[src/rtl/mem_arb_pkg.sv]
// =============================================================================
// Module  : mem_arb_pkg
// Brief   : Shared types and constants for the data memory arbiter.
// Revision: 1.0 - initial release
// =============================================================================
`default_nettype none

package mem_arb_pkg;

    typedef enum logic [1:0] {
        RSP_NONE = 2'd0,
        RSP_CPU  = 2'd1,
        RSP_DBG  = 2'd2
    } rsp_own_t;

    localparam int WAIT_CNT_W   = 4;
    localparam int DEF_MAX_WAIT = 4;

endpackage

`default_nettype wire

[src/rtl/mem_arb_starve_ctr.sv]
// =============================================================================
// Module  : mem_arb_starve_ctr
// Brief   : Saturating count of consecutive denied cycles; flags a forced win.
// Revision: 1.0 - initial release
// =============================================================================
`default_nettype none

module mem_arb_starve_ctr
    import mem_arb_pkg::*;
(
    input  logic                  clk,
    input  logic                  rst_n,
    input  logic                  req,
    input  logic                  gnt,
    input  logic [WAIT_CNT_W-1:0] limit,
    output logic                  force_win
);

    logic [WAIT_CNT_W-1:0] r_cnt;

    always_ff @(posedge clk or negedge rst_n) begin
        if (!rst_n) begin
            r_cnt <= '0;
        end else if (!req || gnt) begin
            r_cnt <= '0;
        end else if (r_cnt < limit) begin
            r_cnt <= r_cnt + 1'b1;
        end
    end

    assign force_win = req && (r_cnt == limit);

endmodule

`default_nettype wire

[src/rtl/data_mem_arbiter.sv]
// =============================================================================
// Module  : data_mem_arbiter
// Brief   : CPU/debug arbiter for the single-port data memory, with read
//           response routing and CPU stall. Optional lock: MEM_ARB_LOCK_EN.
// Revision: 1.0 - initial release
// =============================================================================
`default_nettype none

module data_mem_arbiter
    import mem_arb_pkg::*;
#(
    parameter int ADDR_W   = 32,
    parameter int DATA_W   = 32,
    parameter int MAX_WAIT = DEF_MAX_WAIT
) (
    input  logic              clk,
    input  logic              rst_n,
`ifdef MEM_ARB_LOCK_EN
    input  logic              dbg_lock,
`endif
    input  logic              cpu_req,
    input  logic              cpu_we,
    input  logic [ADDR_W-1:0] cpu_addr,
    input  logic [DATA_W-1:0] cpu_wdata,
    output logic              cpu_gnt,
    output logic              cpu_stall,
    output logic              cpu_rvalid,
    output logic [DATA_W-1:0] cpu_rdata,
    input  logic              dbg_req,
    input  logic              dbg_we,
    input  logic [ADDR_W-1:0] dbg_addr,
    input  logic [DATA_W-1:0] dbg_wdata,
    output logic              dbg_gnt,
    output logic              dbg_rvalid,
    output logic [DATA_W-1:0] dbg_rdata,
    output logic              mem_enbl,
    output logic              mem_write_enbl,
    output logic [ADDR_W-1:0] mem_addr,
    output logic [DATA_W-1:0] mem_write_data,
    input  logic [DATA_W-1:0] mem_data_out
);

    localparam logic [WAIT_CNT_W-1:0] c_max_wait = MAX_WAIT[WAIT_CNT_W-1:0];

    logic     w_cpu_win;
    logic     w_dbg_win;
    logic     w_force;
    logic     w_lock_active;
    rsp_own_t r_rsp_own;

    mem_arb_starve_ctr u_starve_ctr (
        .clk       (clk),
        .rst_n     (rst_n),
        .req       (dbg_req),
        .gnt       (w_dbg_win),
        .limit     (c_max_wait),
        .force_win (w_force)
    );

`ifdef MEM_ARB_LOCK_EN
    logic r_lock;

    // A locking dbg request claims the memory in its first cycle; the register
    // keeps it claimed while dbg pauses its requests with dbg_lock still high.
    assign w_lock_active = dbg_lock & (r_lock | dbg_req);

    always_ff @(posedge clk or negedge rst_n) begin
        if (!rst_n) begin
            r_lock <= 1'b0;
        end else if (!dbg_lock) begin
            r_lock <= 1'b0;
        end else if (w_dbg_win) begin
            r_lock <= 1'b1;
        end
    end
`else
    assign w_lock_active = 1'b0;
`endif

    // Grants are forced low while reset is asserted, independent of requests.
    always_comb begin
        w_cpu_win = 1'b0;
        w_dbg_win = 1'b0;
        if (rst_n) begin
            if (w_lock_active) begin
                w_dbg_win = dbg_req;
            end else if (w_force) begin
                w_dbg_win = 1'b1;
            end else if (cpu_req) begin
                w_cpu_win = 1'b1;
            end else if (dbg_req) begin
                w_dbg_win = 1'b1;
            end
        end
    end

    always_comb begin
        mem_enbl       = 1'b0;
        mem_write_enbl = 1'b0;
        mem_addr       = '0;
        mem_write_data = '0;
        if (w_cpu_win) begin
            mem_enbl       = 1'b1;
            mem_write_enbl = cpu_we;
            mem_addr       = cpu_addr;
            mem_write_data = cpu_wdata;
        end else if (w_dbg_win) begin
            mem_enbl       = 1'b1;
            mem_write_enbl = dbg_we;
            mem_addr       = dbg_addr;
            mem_write_data = dbg_wdata;
        end
    end

    always_ff @(posedge clk or negedge rst_n) begin
        if (!rst_n) begin
            r_rsp_own <= RSP_NONE;
        end else if (w_cpu_win && !cpu_we) begin
            r_rsp_own <= RSP_CPU;
        end else if (w_dbg_win && !dbg_we) begin
            r_rsp_own <= RSP_DBG;
        end else begin
            r_rsp_own <= RSP_NONE;
        end
    end

    assign cpu_gnt    = w_cpu_win;
    assign dbg_gnt    = w_dbg_win;
    assign cpu_stall  = cpu_req & ~w_cpu_win;
    assign cpu_rvalid = (r_rsp_own == RSP_CPU);
    assign dbg_rvalid = (r_rsp_own == RSP_DBG);
    assign cpu_rdata  = cpu_rvalid ? mem_data_out : '0;
    assign dbg_rdata  = dbg_rvalid ? mem_data_out : '0;

endmodule

`default_nettype wire

[config.mk]
export PLATFORM = sky130hd
export DESIGN_NAME = data_mem_arbiter
export DESIGN_NICKNAME = d
export VERILOG_FILES = /design/src/rtl/mem_arb_pkg.sv /design/src/rtl/mem_arb_starve_ctr.sv /design/src/rtl/data_mem_arbiter.sv
export SDC_FILE = /design/constraint.sdc
export NUM_CORES = 1
export LEC_CHECK = 0
export CORE_AREA = 2 2 118 120
export DETAILED_ROUTE_END_ITERATION = 16
export DIE_AREA = 0 0 120 122
export HOLD_SLACK_MARGIN = 0.15
export PLACE_DENSITY = 0.55
export SLEW_MARGIN = 20
export SYNTH_ARGS = -nofsm -noshare
export SYNTH_HDL_FRONTEND = slang
export SYNTH_SLANG_ARGS = --single-unit
[constraint.sdc]
create_clock -name clk -period 1.8 [get_ports clk]
set_input_delay 0.36 -clock clk [delete_from_list [all_inputs] [get_ports clk]]
set_output_delay 0.36 -clock clk [all_outputs]
set_load 0.01 [all_outputs]
[Word level (Yosys, flattened, before mapping)]
Index checks and enable logic that the tools add are counted.
W data, S select, Z words.
Word-level totals
  output and inout port bits: 135
  logic and storage cells: 38
  flip-flop bits (word level): 6
  input bits: 166
Cells by class
  $lt $le $gt $ge: 1
  mux-type cells: 21
  equal/unequal tests: 3
  bitwise logic cells: 2
  reductions and logical operators: 8
  $add $sub $neg: 1
Operators with widths (number)
  $mux W32: 6
  $mux W1: 11
  $mux W4: 2
  $add A4 B1 Y4 const B: 1
  $eq A4 B3 Y1 const B: 1
  $lt A4 B3 Y1 const B: 1
  $mux W2: 2
  $logic_and A1 B1 Y1: 3
  $logic_not A1 Y1: 3
  $eq A2 B1 Y1 const B: 1
  $eq A2 B2 Y1 const B: 1
  $reduce_bool A2 Y1: 1
  $and A1 B1 Y1: 1
  $logic_or A1 B1 Y1: 1
  $not A1 Y1: 1

[Logic depth before layout (Yosys ltp)]
Gate-level depths: netlist of the first run.
  depth in word-level cells: 7
  gate-level depth with buffers: 7

[Cells and area by module]
From an unflattened synthesis of the first run, not the netlist that was laid out.
Unflattened totals
  cell total of the unflattened synthesis: 348
  area, all modules: 1934.4 µm²
Modules (own cells, without submodules)
  data_mem_arbiter: times used 1, cells an instance 311, sequential area each 50.0 µm², area each 1592.8 µm²
  mem_arb_starve_ctr: times used 1, cells an instance 37, sequential area each 100.1 µm², area each 341.6 µm²

[Least setup slack after synthesis of the first run]
Ideal clock, no wire load.
  path type: reg-to-output
  start point: register u_starve_ctr.r_cnt[0]
  end point: output port mem_addr[0]
  buffers on the path: 2
  cell stages (with the launch flop): 8
  setup slack: -0.118 ns
  data arrival time: 1.558 ns
  cell sequence: dfrtp_1 > inv_1 > ha_1 > and3b_1 > a211oi_2 > buf_4 > buf_6 > a22o_1
Between the ends
  word-level cells in the longest chain between the ends: 6
  elaborated cells on any way between the ends: 8
RTL lines
  from (decl): line mem_arb_starve_ctr.sv:19  | logic [WAIT_CNT_W-1:0] r_cnt;
  from (signal assigned): line mem_arb_starve_ctr.sv:27  | r_cnt <= r_cnt + 1'b1;
  $eq A4 B3 Y1 (*): line mem_arb_starve_ctr.sv:31  | assign force_win = req && (r_cnt == limit);
  $logic_and A1 B1 Y1 (*): line mem_arb_starve_ctr.sv:31
  $mux W1: line data_mem_arbiter.sv:87  | end else if (w_force) begin
  $mux W1: line data_mem_arbiter.sv:84  | if (rst_n) begin
  $mux W32: line data_mem_arbiter.sv:107  | end else if (w_dbg_win) begin
  $mux W32 (*): line data_mem_arbiter.sv:102  | if (w_cpu_win) begin
  to (decl): line data_mem_arbiter.sv:38  | output logic [ADDR_W-1:0] mem_addr,
Every way passes the cells marked *; elsewhere a longest branch is shown, timed or not.

[Worst setup path in the final report of the first run]
  start point: register u_starve_ctr.r_cnt[1]
  end point: output port mem_write_data[5]
Between the ends
  word-level cells in the longest chain between the ends: 6
  elaborated cells on any way between the ends: 8
RTL lines
  $eq A4 B3 Y1 (*): line mem_arb_starve_ctr.sv:31
  $logic_and A1 B1 Y1 (*): line mem_arb_starve_ctr.sv:31
  $mux W1: line data_mem_arbiter.sv:87
  $mux W1: line data_mem_arbiter.sv:84
  $mux W32: line data_mem_arbiter.sv:107
  $mux W32 (*): line data_mem_arbiter.sv:102
  to (decl): line data_mem_arbiter.sv:39  | output logic [DATA_W-1:0] mem_write_data,
Marked as above.

==> results.tsv, run 1 <==
metric	value	unit
f_max	415	MHz
clock-pin transition on the worst setup and hold timing paths	0.03	ns
headroom to the max-slew limit	0.816	
WS Path Type	flop to primary output	
count of standard-cell rows	43	
post-synthesis sequential area ratio	0.108	
non-filler instance count after layout	691	
combined area of all synthesized cells	1400	um2
storage element area	150	um2
highest-utilization routing layer at the global route stage	met2	
TritonRoute pass-1 iters	4	
Final Cycle Share	1.34	
Design Power	1.52	mW
clock tree root driver cell	sky130_fd_sc_hd__clkbuf_16	
cell types with the highest counts after synthesis	sky130_fd_sc_hd__a22o_1, sky130_fd_sc_hd__and2_1, sky130_fd_sc_hd__buf_2	
Pwr Density	295	nW/um2
number of placed instances with taps included	657	
CTS tree	done	
standard cell with the maximum stage delay on the critical path	sky130_fd_sc_hd__dfrtp_1	
1st-iter DRT viols	103	
Die W	120	um
gp weighted congestion	0.751	
via count of the first global-routing pass	2646	
Syn Area/Cell	7.71	um2
number of enable flip-flop cells after synthesis	0	
area of the die	14600	um2
number of nets in the layout	681	
Max IR drop VDD	0.219	mV
grt met3 use	0.0375	
count of cell types in the netlist	21	
Hold-fix buffers, CTS	0	
Max Clock Skew	0.00269	ns
number of H-tree branching levels	1	
RSZ-0062 raised after global routing	true	
largest net degree at the start of global routing	34	
met2 usage in global routing	0.251	
initial antenna violation count	0	
layout filler cell count	1361	
most common cell in the synthesized netlist	sky130_fd_sc_hd__a22o_1	
run status	complete, but fails checks	
setup-violating endpoint count in the final report	68	
number of max-capacitance violations reported	0	
dominant synthesized flop cell	sky130_fd_sc_hd__dfrtp_1	
final hold slack	0.513	ns
number of diodes	0	
Worst Path Required	1.44	ns
met1 usage in global routing	0.142	
fraction of layout instances using a drive strength above 1	0.290	
overall track demand over capacity in global routing	0.131	
height of the die	122	um
signed area change from the synthesized netlist to the final layout	269	%
post-detailed-route DRC marker count	0	
worst skew pair latency	0.23	ns
warning count from the yosys run	0	
DRT Wirelength	13.3	mm
Worst Setup Slack, final	-0.608	ns
final sum of negative setup slack	-37.90	ns
core area	13500	um2
Port-buffer cells	300	
number of instances in the synthesized netlist	181	
initial cell density of the core	0.103	
Num CTS Buffers	3	
crit-path max cell delay	0.36	ns
utilization after layout	0.382	
highest fanout seen on the critical path	16	
type of the tightest min-delay check	input port to asynchronous set/reset pin	
total grt overflow	0	
main area contributors after synthesis	sky130_fd_sc_hd__a22o_1, sky130_fd_sc_hd__and2_1, sky130_fd_sc_hd__dfrtp_1, sky130_fd_sc_hd__buf_2, sky130_fd_sc_hd__clkbuf_1	
violated checks	setup timing	
Routed WL per cell	19.3	um
final critical path time including I/O delays and setup	2.41	ns
fraction of synthesized cell area taken by the top area cell type	0.408	
reported leakage power	3.15	nW
total number of vias	2872	
count of state elements after synthesis	6	
post-synthesis net count	349	
CTS sink count	6	
first-pass GRT wire length	14.9	mm
Final Hold Vio Count	0	
cell-by-cell listing of the critical path	inv_2, ha_4, and3b_2, buf_4, o211a_4, clkbuf_16, a22o_1, buf_2	
Multi-input gate area	1170	um2
asr flop ratio synth	1.00	
transition at the pin with the smallest max-transition slack	0.276	ns
remaining antenna violation count after routing	0	
number of pins with negative max-slew slack in the final report	0	
number of vias per cell after detailed routing	4.16	
arrival time at the worst endpoint	2.05	ns
library cell occupying the most area in the post-synthesis netlist	sky130_fd_sc_hd__a22o_1	
Startpoint Class	flop	
Max Buffers Root-to-Sink	2	
endpoint type of the worst setup path	primary output	
total I/O pin count	301	
DPL Wire Length	8.63	mm
==> area by class of cell <==
type / instances / share of cell area
timing repair buffer: 347 / 0.680
multi-input combinational: 149 / 0.228
tap: 180 / 0.0437
sequential: 6 / 0.0291
clock buffer: 3 / 0.0146
inverter: 6 / 0.00437
==> placed cells by master, fill, tap and decap left out, types with 2 or more instances in the layout <==
master	instances
sky130_fd_sc_hd__a21oi_1	2
sky130_fd_sc_hd__a22o_1	65
sky130_fd_sc_hd__and2_1	59
sky130_fd_sc_hd__and2_4	5
sky130_fd_sc_hd__and3_1	3
sky130_fd_sc_hd__buf_12	5
sky130_fd_sc_hd__buf_16	2
sky130_fd_sc_hd__buf_2	50
sky130_fd_sc_hd__buf_4	16
sky130_fd_sc_hd__buf_6	24
sky130_fd_sc_hd__buf_8	3
sky130_fd_sc_hd__clkbuf_16	14
sky130_fd_sc_hd__clkbuf_2	20
sky130_fd_sc_hd__clkdlybuf4s50_1	164
sky130_fd_sc_hd__dfrtp_1	6
sky130_fd_sc_hd__dlymetal6s2s_1	52
sky130_fd_sc_hd__inv_1	4
sky130_fd_sc_hd__inv_2	2
sky130_fd_sc_hd__nor2_1	2
sky130_fd_sc_hd__nor2b_4	2
==> worst max-delay path: cells and delay by family, from the launching register on <==
family	cells	cell delay (ns)
AOI/OAI and AO/OA	2	0.51
adders and majority gates	1	0.15
buffers and inverters	4	0.56
DFF	1	0.36
and+or+nand+nor	1	0.23
==> per-layer routing <==
layer  wire (um)  vias up
li1            -     1331
met1        4750     1326
met3        1200       12
met5           0        -
met4         160        0
met2        7200      203
==> power by group <==
group / switching (mW) / total [mW] / internal, mW
combinational: 0.359 / 1.01 / 0.653
clock: 0.0758 / 0.361 / 0.285
sequential: 0.00448 / 0.146 / 0.142
total: 0.439 / 1.52 / 1.08
==> path summary, 6_finish.rpt <==
kind,from,end,slack [ns],cells after the start
worst min register to register,u_starve_ctr.r_cnt[3],u_starve_ctr.r_cnt[3],0.63,2
worst max register to register,u_starve_ctr.r_cnt[1],r_rsp_own[0],0.14,8
min in group clk,u_starve_ctr.r_cnt[3],u_starve_ctr.r_cnt[3],0.63,2
worst max-delay path,u_starve_ctr.r_cnt[1],mem_write_data[5],-0.61,8
max in group asynchronous,rst_n,u_starve_ctr.r_cnt[3],1.16,2
worst min-delay path,rst_n,u_starve_ctr.r_cnt[2],0.51,2
==> metrics by stage <==
step	instance area, um2	setup slack, ns
final	5160	-0.608
after global routing	5160	-0.671
after CTS	4710	-0.907
after detailed placement	4700	-0.835
after global placement	4700	-0.815
after floorplan	1410	-0.0398
==> sequential cells by signal (all words and copies together), names as in the netlist <==
| signal | count |
|---|---|
| u_starve_ctr.r_cnt | 4 |
| r_rsp_own | 2 |
==> cell families after synthesis <==
kind of cell,synth area share
buffers and inverters,0.0914
DFF,0.108
xor gates and xnor gates,0.00627
muxes,0.00806
adders and majority gates,0.0179
AOI/OAI and AO/OA,0.435
and+or+nand+nor,0.334
==> timing repair <==
action | 4_1_cts | 5_1_grt
pin swaps | 0 | 29
gates cloned | 2 | 15
setup buffers | 2 | 12
endpoints found under the setup margin | 135 | 135
resized for setup | 138 | 228
hold endpoints to repair | 0 | 0
Note: power is estimated with default switching activity, not from simulation.
==> run 2: changes to the inputs <==
--- a/config.mk
+++ b/config.mk
@@ -10,7 +10,6 @@
 export DIE_AREA = 0 0 120 122
 export HOLD_SLACK_MARGIN = 0.15
 export PLACE_DENSITY = 0.55
-export SLEW_MARGIN = 20
 export SYNTH_ARGS = -nofsm -noshare
 export SYNTH_HDL_FRONTEND = slang
 export SYNTH_SLANG_ARGS = --single-unit
==> results of run 2 <==
Final layout, timing and power as in run 1 (identical DEF).
